$ cat src/rtl/serial_subtractor.sv
// serial_subtractor
//   Bit-serial WIDTH-bit subtractor. Operands and borrow-in are latched on a
//   start pulse in IDLE; one difference bit is resolved per clock (LSB first)
//   through a single full-subtractor cell and a registered borrow flip-flop.
//   The parallel difference and status flags update together with a
//   one-cycle done pulse and then hold until the next result or reset.
//
// Ports
//   clk    in   system clock, rising edge
//   rst    in   synchronous active-high reset
//   start  in   request, sampled only in IDLE
//   a      in   minuend, sampled with start
//   b      in   subtrahend, sampled with start
//   bin    in   borrow-in, sampled with start
//   busy   out  high while a subtraction is in progress
//   done   out  one-cycle pulse when results become valid
//   diff   out  a - b - bin modulo 2^WIDTH
//   bout   out  final borrow-out (unsigned underflow)
//   ovf    out  signed two's-complement overflow
//   zero   out  diff == 0
//   d_bit  out  current serial difference bit, valid while busy

module serial_subtractor #(
    parameter int unsigned WIDTH = 8
) (
    input  logic             clk,
    input  logic             rst,
    input  logic             start,
    input  logic [WIDTH-1:0] a,
    input  logic [WIDTH-1:0] b,
    input  logic             bin,
    output logic             busy,
    output logic             done,
    output logic [WIDTH-1:0] diff,
    output logic             bout,
    output logic             ovf,
    output logic             zero,
    output logic             d_bit
);

    localparam int unsigned CntW = (WIDTH > 1) ? $clog2(WIDTH) : 1;
    localparam logic [CntW-1:0] CntLast = CntW'(WIDTH - 1);

    typedef enum logic [1:0] {
        StIdle,
        StShift,
        StDone
    } state_e;

    state_e            state_q, state_d;
    logic [WIDTH-1:0]  sa_q, sa_d;
    logic [WIDTH-1:0]  sb_q, sb_d;
    logic [WIDTH-1:0]  res_q, res_d;
    logic [CntW-1:0]   cnt_q, cnt_d;
    logic              br_q, br_d;
    logic              a_msb_q, a_msb_d;
    logic              b_msb_q, b_msb_d;
    logic [WIDTH-1:0]  diff_q, diff_d;
    logic              bout_q, bout_d;
    logic              ovf_q, ovf_d;
    logic              zero_q, zero_d;

    // Full-subtractor cell on the current LSBs.
    logic              d;
    logic              br_next;
    logic [WIDTH-1:0]  res_shift;

    assign d         = sa_q[0] ^ sb_q[0] ^ br_q;
    assign br_next   = (~sa_q[0] & sb_q[0]) | (~(sa_q[0] ^ sb_q[0]) & br_q);
    assign res_shift = {d, res_q[WIDTH-1:1]};

    always_comb begin
        state_d = state_q;
        sa_d    = sa_q;
        sb_d    = sb_q;
        res_d   = res_q;
        cnt_d   = cnt_q;
        br_d    = br_q;
        a_msb_d = a_msb_q;
        b_msb_d = b_msb_q;
        diff_d  = diff_q;
        bout_d  = bout_q;
        ovf_d   = ovf_q;
        zero_d  = zero_q;

        unique case (state_q)
            StIdle: begin
                if (start) begin
                    sa_d    = a;
                    sb_d    = b;
                    br_d    = bin;
                    res_d   = '0;
                    cnt_d   = '0;
                    a_msb_d = a[WIDTH-1];
                    b_msb_d = b[WIDTH-1];
                    state_d = StShift;
                end
            end
            StShift: begin
                res_d = res_shift;
                sa_d  = sa_q >> 1;
                sb_d  = sb_q >> 1;
                br_d  = br_next;
                cnt_d = cnt_q + CntW'(1);
                if (cnt_q == CntLast) begin
                    // Publish on the last shift so flags land in the same
                    // cycle as the done pulse.
                    diff_d  = res_shift;
                    bout_d  = br_next;
                    ovf_d   = (a_msb_q != b_msb_q) && (d != a_msb_q);
                    zero_d  = (res_shift == '0);
                    state_d = StDone;
                end
            end
            StDone: begin
                state_d = StIdle;
            end
            default: begin
                state_d = StIdle;
            end
        endcase
    end

    always_ff @(posedge clk) begin
        if (rst) begin
            state_q <= StIdle;
            sa_q    <= '0;
            sb_q    <= '0;
            res_q   <= '0;
            cnt_q   <= '0;
            br_q    <= 1'b0;
            a_msb_q <= 1'b0;
            b_msb_q <= 1'b0;
            diff_q  <= '0;
            bout_q  <= 1'b0;
            ovf_q   <= 1'b0;
            zero_q  <= 1'b0;
        end else begin
            state_q <= state_d;
            sa_q    <= sa_d;
            sb_q    <= sb_d;
            res_q   <= res_d;
            cnt_q   <= cnt_d;
            br_q    <= br_d;
            a_msb_q <= a_msb_d;
            b_msb_q <= b_msb_d;
            diff_q  <= diff_d;
            bout_q  <= bout_d;
            ovf_q   <= ovf_d;
            zero_q  <= zero_d;
        end
    end

    assign busy  = (state_q == StShift);
    assign done  = (state_q == StDone);
    assign d_bit = busy & d;
    assign diff  = diff_q;
    assign bout  = bout_q;
    assign ovf   = ovf_q;
    assign zero  = zero_q;

endmodule

$ cat config.mk
export PLATFORM = sky130hd
export DESIGN_NAME = serial_subtractor
export DESIGN_NICKNAME = d
export VERILOG_FILES = /design/src/rtl/serial_subtractor.sv
export SDC_FILE = /design/constraint.sdc
export NUM_CORES = 1
export LEC_CHECK = 0
export CORE_UTILIZATION = 50
export CTS_CLUSTER_SIZE = 25
export DETAILED_ROUTE_END_ITERATION = 8
export MAX_ROUTING_LAYER = met4
export PLACE_DENSITY = 0.76
export SYNTH_ARGS = -nofsm -noshare
export SYNTH_HDL_FRONTEND = slang
export SYNTH_SLANG_ARGS = --single-unit
$ cat constraint.sdc
create_clock -name clk -period 2.05 [get_ports clk]
set_input_delay 0.41 -clock clk [delete_from_list [all_inputs] [get_ports clk]]
set_output_delay 0.41 -clock clk [all_outputs]
set_load 0.005 [all_outputs]
# Word-level counts from Yosys, hierarchy flattened
# Index checks and enable logic that the tools add are counted.
# totals
ff_bits,43
latch_bits,0
ram_bits,0
romBits,0
input_bits,20
n_memories,0
# classes
n_addsub,1
n_mul,0
n_div,0
n_lt_le_gt_ge,0
eq_ne,7
n_shift,0
n_mux,13
bitwise,8
n_reduce_logical,8
# ops
op,n
$pmux W8 S2,3
$mux W8,3
$logic_not A8 Y1,1
$reduce_and A2 Y1,4
$pmux W3 S2,1
$mux W2,2
$pmux W2 S2,1
$add A3 B1 Y3 const B,1
$and A1 B1 Y1,3
$eq A3 B3 Y1 const B,1
$mux W3,1
$eq A2 B1 Y1 const B,1
$eq A2 B2 Y1 const B,1
$logic_not A2 Y1,1
$ne A1 B1 Y1,2
$ne A2 B1 Y1 const B,1
$ne A2 B2 Y1 const B,1
$not A1 Y1,2
$pmux W1 S2,1
$reduce_bool A2 Y1,1
$xor A1 B1 Y1,2
$logic_and A1 B1 Y1,1
$mux W1,1
$or A1 B1 Y1,1

# Depth between registers and ports, before layout
# depth
ltp_word,5
ltp_mapped,6
depth_no_buf,5

# Worst setup path before layout
# OpenSTA, ideal clock, no wires.
# synth_timing
path_type,reg2reg
startpoint,register sa_q[0]
endpoint,"register ovf_q, in the netlist ovf"
setup_ns,0.088
t_arrival_ns,1.601
required_ns,1.962
slack_ns,0.361
path_stages_with_launch,5
n_path_buf,0
path_cell_list,dfxtp_1 -> inv_1 -> fa_1 -> or3b_2 -> a311oi_2
# synth_between
elab_chain_len,4
# synth_rtl
item,line,text
from (decl),51,"logic [WIDTH-1:0] sa_q, sa_d;"
from (signal assigned),127,sa_q <= '0;
from (signal assigned),140,sa_q <= sa_d;
$xor A1 B1 Y1 (2 in series),68,assign d = sa_q[0] ^ sb_q[0] ^ br_q;
$ne A1 B1 Y1,110,ovf_d = (a_msb_q != b_msb_q) && (d != a_msb_q);
$logic_and A1 B1 Y1,110,
to (signal assigned),149,ovf_q <= ovf_d;
to (decl),60,"logic ovf_q, ovf_d;"
# No other way between the ends.
# A chain may end at the register's enable or synchronous reset.

# Worst setup path after layout
# layout_timing
startpoint,register sa_q[0]
endpoint,output port d_bit
# layout_between
elab_chain_len,3
# layout_rtl
item,line,text
$xor A1 B1 Y1 (2 in series),68,
$and A1 B1 Y1,156,assign d_bit = busy & d;
to (decl),38,output logic d_bit
# No other way between the ends.

==> metrics <==
status=completed; GR Util All Layers=between 20% and 30%; Max H-tree Level=2; vias per cell=5.342; clock sink count=42; Register Area=around 840 um2; clock-pin transition on the worst setup and hold timing paths=~80 ps; smallest hold slack=459.3 ps; DR vias=~1600; Layout Nets=268; site row count=22; Netlist cell types=37; initial antenna violation count=0; final hold vios=0; Mean Syn Cell Area=9.469 um2; share of the synthesized area in the top cell type=a little over two fifths; crit end category=output port; Slew Viols, Final=0; post-synthesis sequential area ratio=43.10%; First DRT Iteration DRCs=76; vias in the first global route=1498; slowest CP cell=fa_1; Internal=approximately 1.4 mW; commonest non-fill, non-tap cell in the layout=dfxtp_1; unrepaired setup endpoints after global routing=false; Mapped Nets=230; Die X-Extent=64.46 um; Pre-Repair DR Iteration Count=4; ant diodes=0; Switch Pwr=0.4363 mW; Hold-fix buffers, CTS=0; synthesis-to-finish area growth=25.91%; post-route clock period utilization=slightly below 100%; layout cells sized above 1=23.36%; largest net degree at the start of global routing=33; Synth warnings=0; CTS Buffer Depth=2; Die Ht=roughly 64 um; P_leak=between 0.9 and 1 nW; switch share=23.94%; Multi-input gate area=959.7 um2; CP max stage delay=between 400 and 500 ps; clk root buf=clkbuf_8; first-pass GRT wire length=around 6700 um; register bit total from synthesis=42; data arrival time of the worst path=1570 ps; top post-synthesis cells by area=dfxtp_1 (43%), a211oi_2 (6.4%), nand2_1 (6.2%); critical-path maximum fanout=2; post-route setup TNS=0 ps; PortBufs=33; crit-path cells=inv_1 > fa_1 > nor3b_2 > buf_2; Hold/Removal Path Class=reg -> reg; fin crit period=1983 ps; Mapped Area=1951 um2; Synth area leader=dfxtp_1; most frequent cells in the layout=dfxtp_1 (42), nand2_1 (32), clkdlybuf4s50_1 (32); worst-margin pin slew=402.2 ps; Cells on Worst Hold Path=2; Critical Path RT=approximately 1600 ps; TritonCTS clock tree=done; Inserted Clock Buffers=5; max cap viols=0; overflow left after global routing=0; Power, Total=1.823 mW; pre-CTS setup slack=-117.2 ps; Slew headroom=73.11%; final setup vio count=0; Fmax=approximately 500 MHz; P per Cell Area=742.2 nW/um2; final instance area=2456 um2; core area=3689 um2; Startpoint Class=flip-flop; Layout Skew=between 5 and 6 ps; r2r worst-path depth=6; Die ar.=4155 um2; Post-Syn Instances=about 210; fill cell count=between 300 and 400; DP HPWL=2678 um; WS Path Type=reg -> out; DRC=0; Final WS setup=66.62 ps; gpl congestion=0.7358; Flop pwr share=48.2%; combinational share of power=15.6%; final wirelength=3901 um; clock share of power=36.2%; initial core utilization=52.88%; VDD IR max=between 0.0004 and 0.0005 V; IO Pins=34; worst skew pair latency=between 200 and 300 ps; Post-DP Area=between 2000 and 2500 um2; routed len/inst=13.36 um; DRT antenna net count=0
==> registers in the layout, summed over array words and instances, names as in the netlist <==
| name | flops |
|---|---|
| diff | 8 |
| zero | 1 |
| res_q | 7 |
| sb_q | 8 |
| state_q | 2 |
| b_msb_q | 1 |
| cnt_q | 3 |
| bout | 1 |
| br_q | 1 |
| ovf | 1 |
| a_msb_q | 1 |
| sa_q | 8 |
==> per-layer routing <==
| layer | global-route usage (%) | vias up | part of all wire (%) |
|---|---|---|---|
| met1 | 26.61 | 743 | 48 |
| met3 | 6.338 | 6 | 3.6 |
| met4 | 6.667 | 0 | 1.4 |
| met2 | 34.47 | 23 | 47 |
| met5 | - | - | 0 |
| li1 | - | 788 | - |
==> per-stage QoR <==
stage	utilization, %	cells
6_report	66.59	292
5_1_grt	66.59	292
2_1_floorplan	-	206
4_1_cts	66.59	292
3_3_place_gp	63.13	283
3_5_place_dp	63.13	283
==> cell families (layout without fill, tap and decap cells) <==
logic type	after synthesis	after routing	synth area share [%]
adder cells (fa/ha/maj)	4	4	3.335
multiplexers	2	2	1.026
AND/OR/NAND/NOR	77	77	18.28
buffers and inverters	22	60	7.954
flip-flops	42	42	43.10
AO/OA/AOI/OAI	59	59	26.30
==> power groups by stage <==
stage | Sequential, mW | Combinational, mW | Clock, mW
2_1_floorplan | 0.893 | 0.184 | 0
3_3_place_gp | 0.895 | 0.270 | 0
3_5_place_dp | 0.897 | 0.274 | 0
4_1_cts | 0.878 | 0.286 | 0.669
5_1_grt | 0.883 | 0.312 | 0.701
6_report | 0.878 | 0.284 | 0.660
==> what timing repair did <==
action,4_1_cts,5_1_grt
resized for setup,5,0
setup buffers,2,0
setup endpoints to repair,1,0
==> cells in the mapped netlist <==
library cell / count
dfxtp_1: 42
nand2_1: 32
nor2_1: 29
a21oi_1: 17
a211oi_2: 10
a21oi_2: 10
a22oi_1: 8
buf_6: 5
clkbuf_1: 5
inv_1: 5
nor2b_1: 4
buf_4: 3
a211oi_1: 2
a221oi_1: 2
a311oi_2: 2
buf_2: 2
fa_1: 2
ha_1: 2
mux2i_1: 2
nand3b_1: 2
nor4_1: 2
o221a_2: 2
o22ai_1: 2
a221oi_2: 1
and3b_4: 1
buf_12: 1
clkinv_4: 1
nand2_4: 1
nand2b_1: 1
nand3_2: 1
nor3b_1: 1
nor3b_2: 1
o21a_1: 1
o21ba_4: 1
o21bai_4: 1
or2_2: 1
or3b_2: 1
==> path summary, 6_finish.rpt <==
check | startpoint | endpoint | slack (ps)
worst min-delay path | diff[1] | diff[1] | 460
worst min register to register | diff[1] | diff[1] | 460
worst max register to register | sa_q[0] | ovf | 80
worst max-delay path | sa_q[0] | d_bit | 70
==> worst max-delay path: cells and delay by family, from the launching register on <==
kind / cells / cell delay (ps)
and+or+nand+nor: 1 / 250
adders and majority gates: 1 / 480
buffers and inverters: 2 / 210
DFF: 1 / 330
==> layout make-up <==
class	instances	area share, %
Multi-Input combinational cell	142	39.07
Sequential cell	42	34.23
Timing Repair Buffer	47	18.54
Clock buffer	6	3.362
Tap cell	48	2.445
Clock inverter	1	1.223
Inverter	6	1.121
Note: power is estimated with default switching activity, not from simulation.
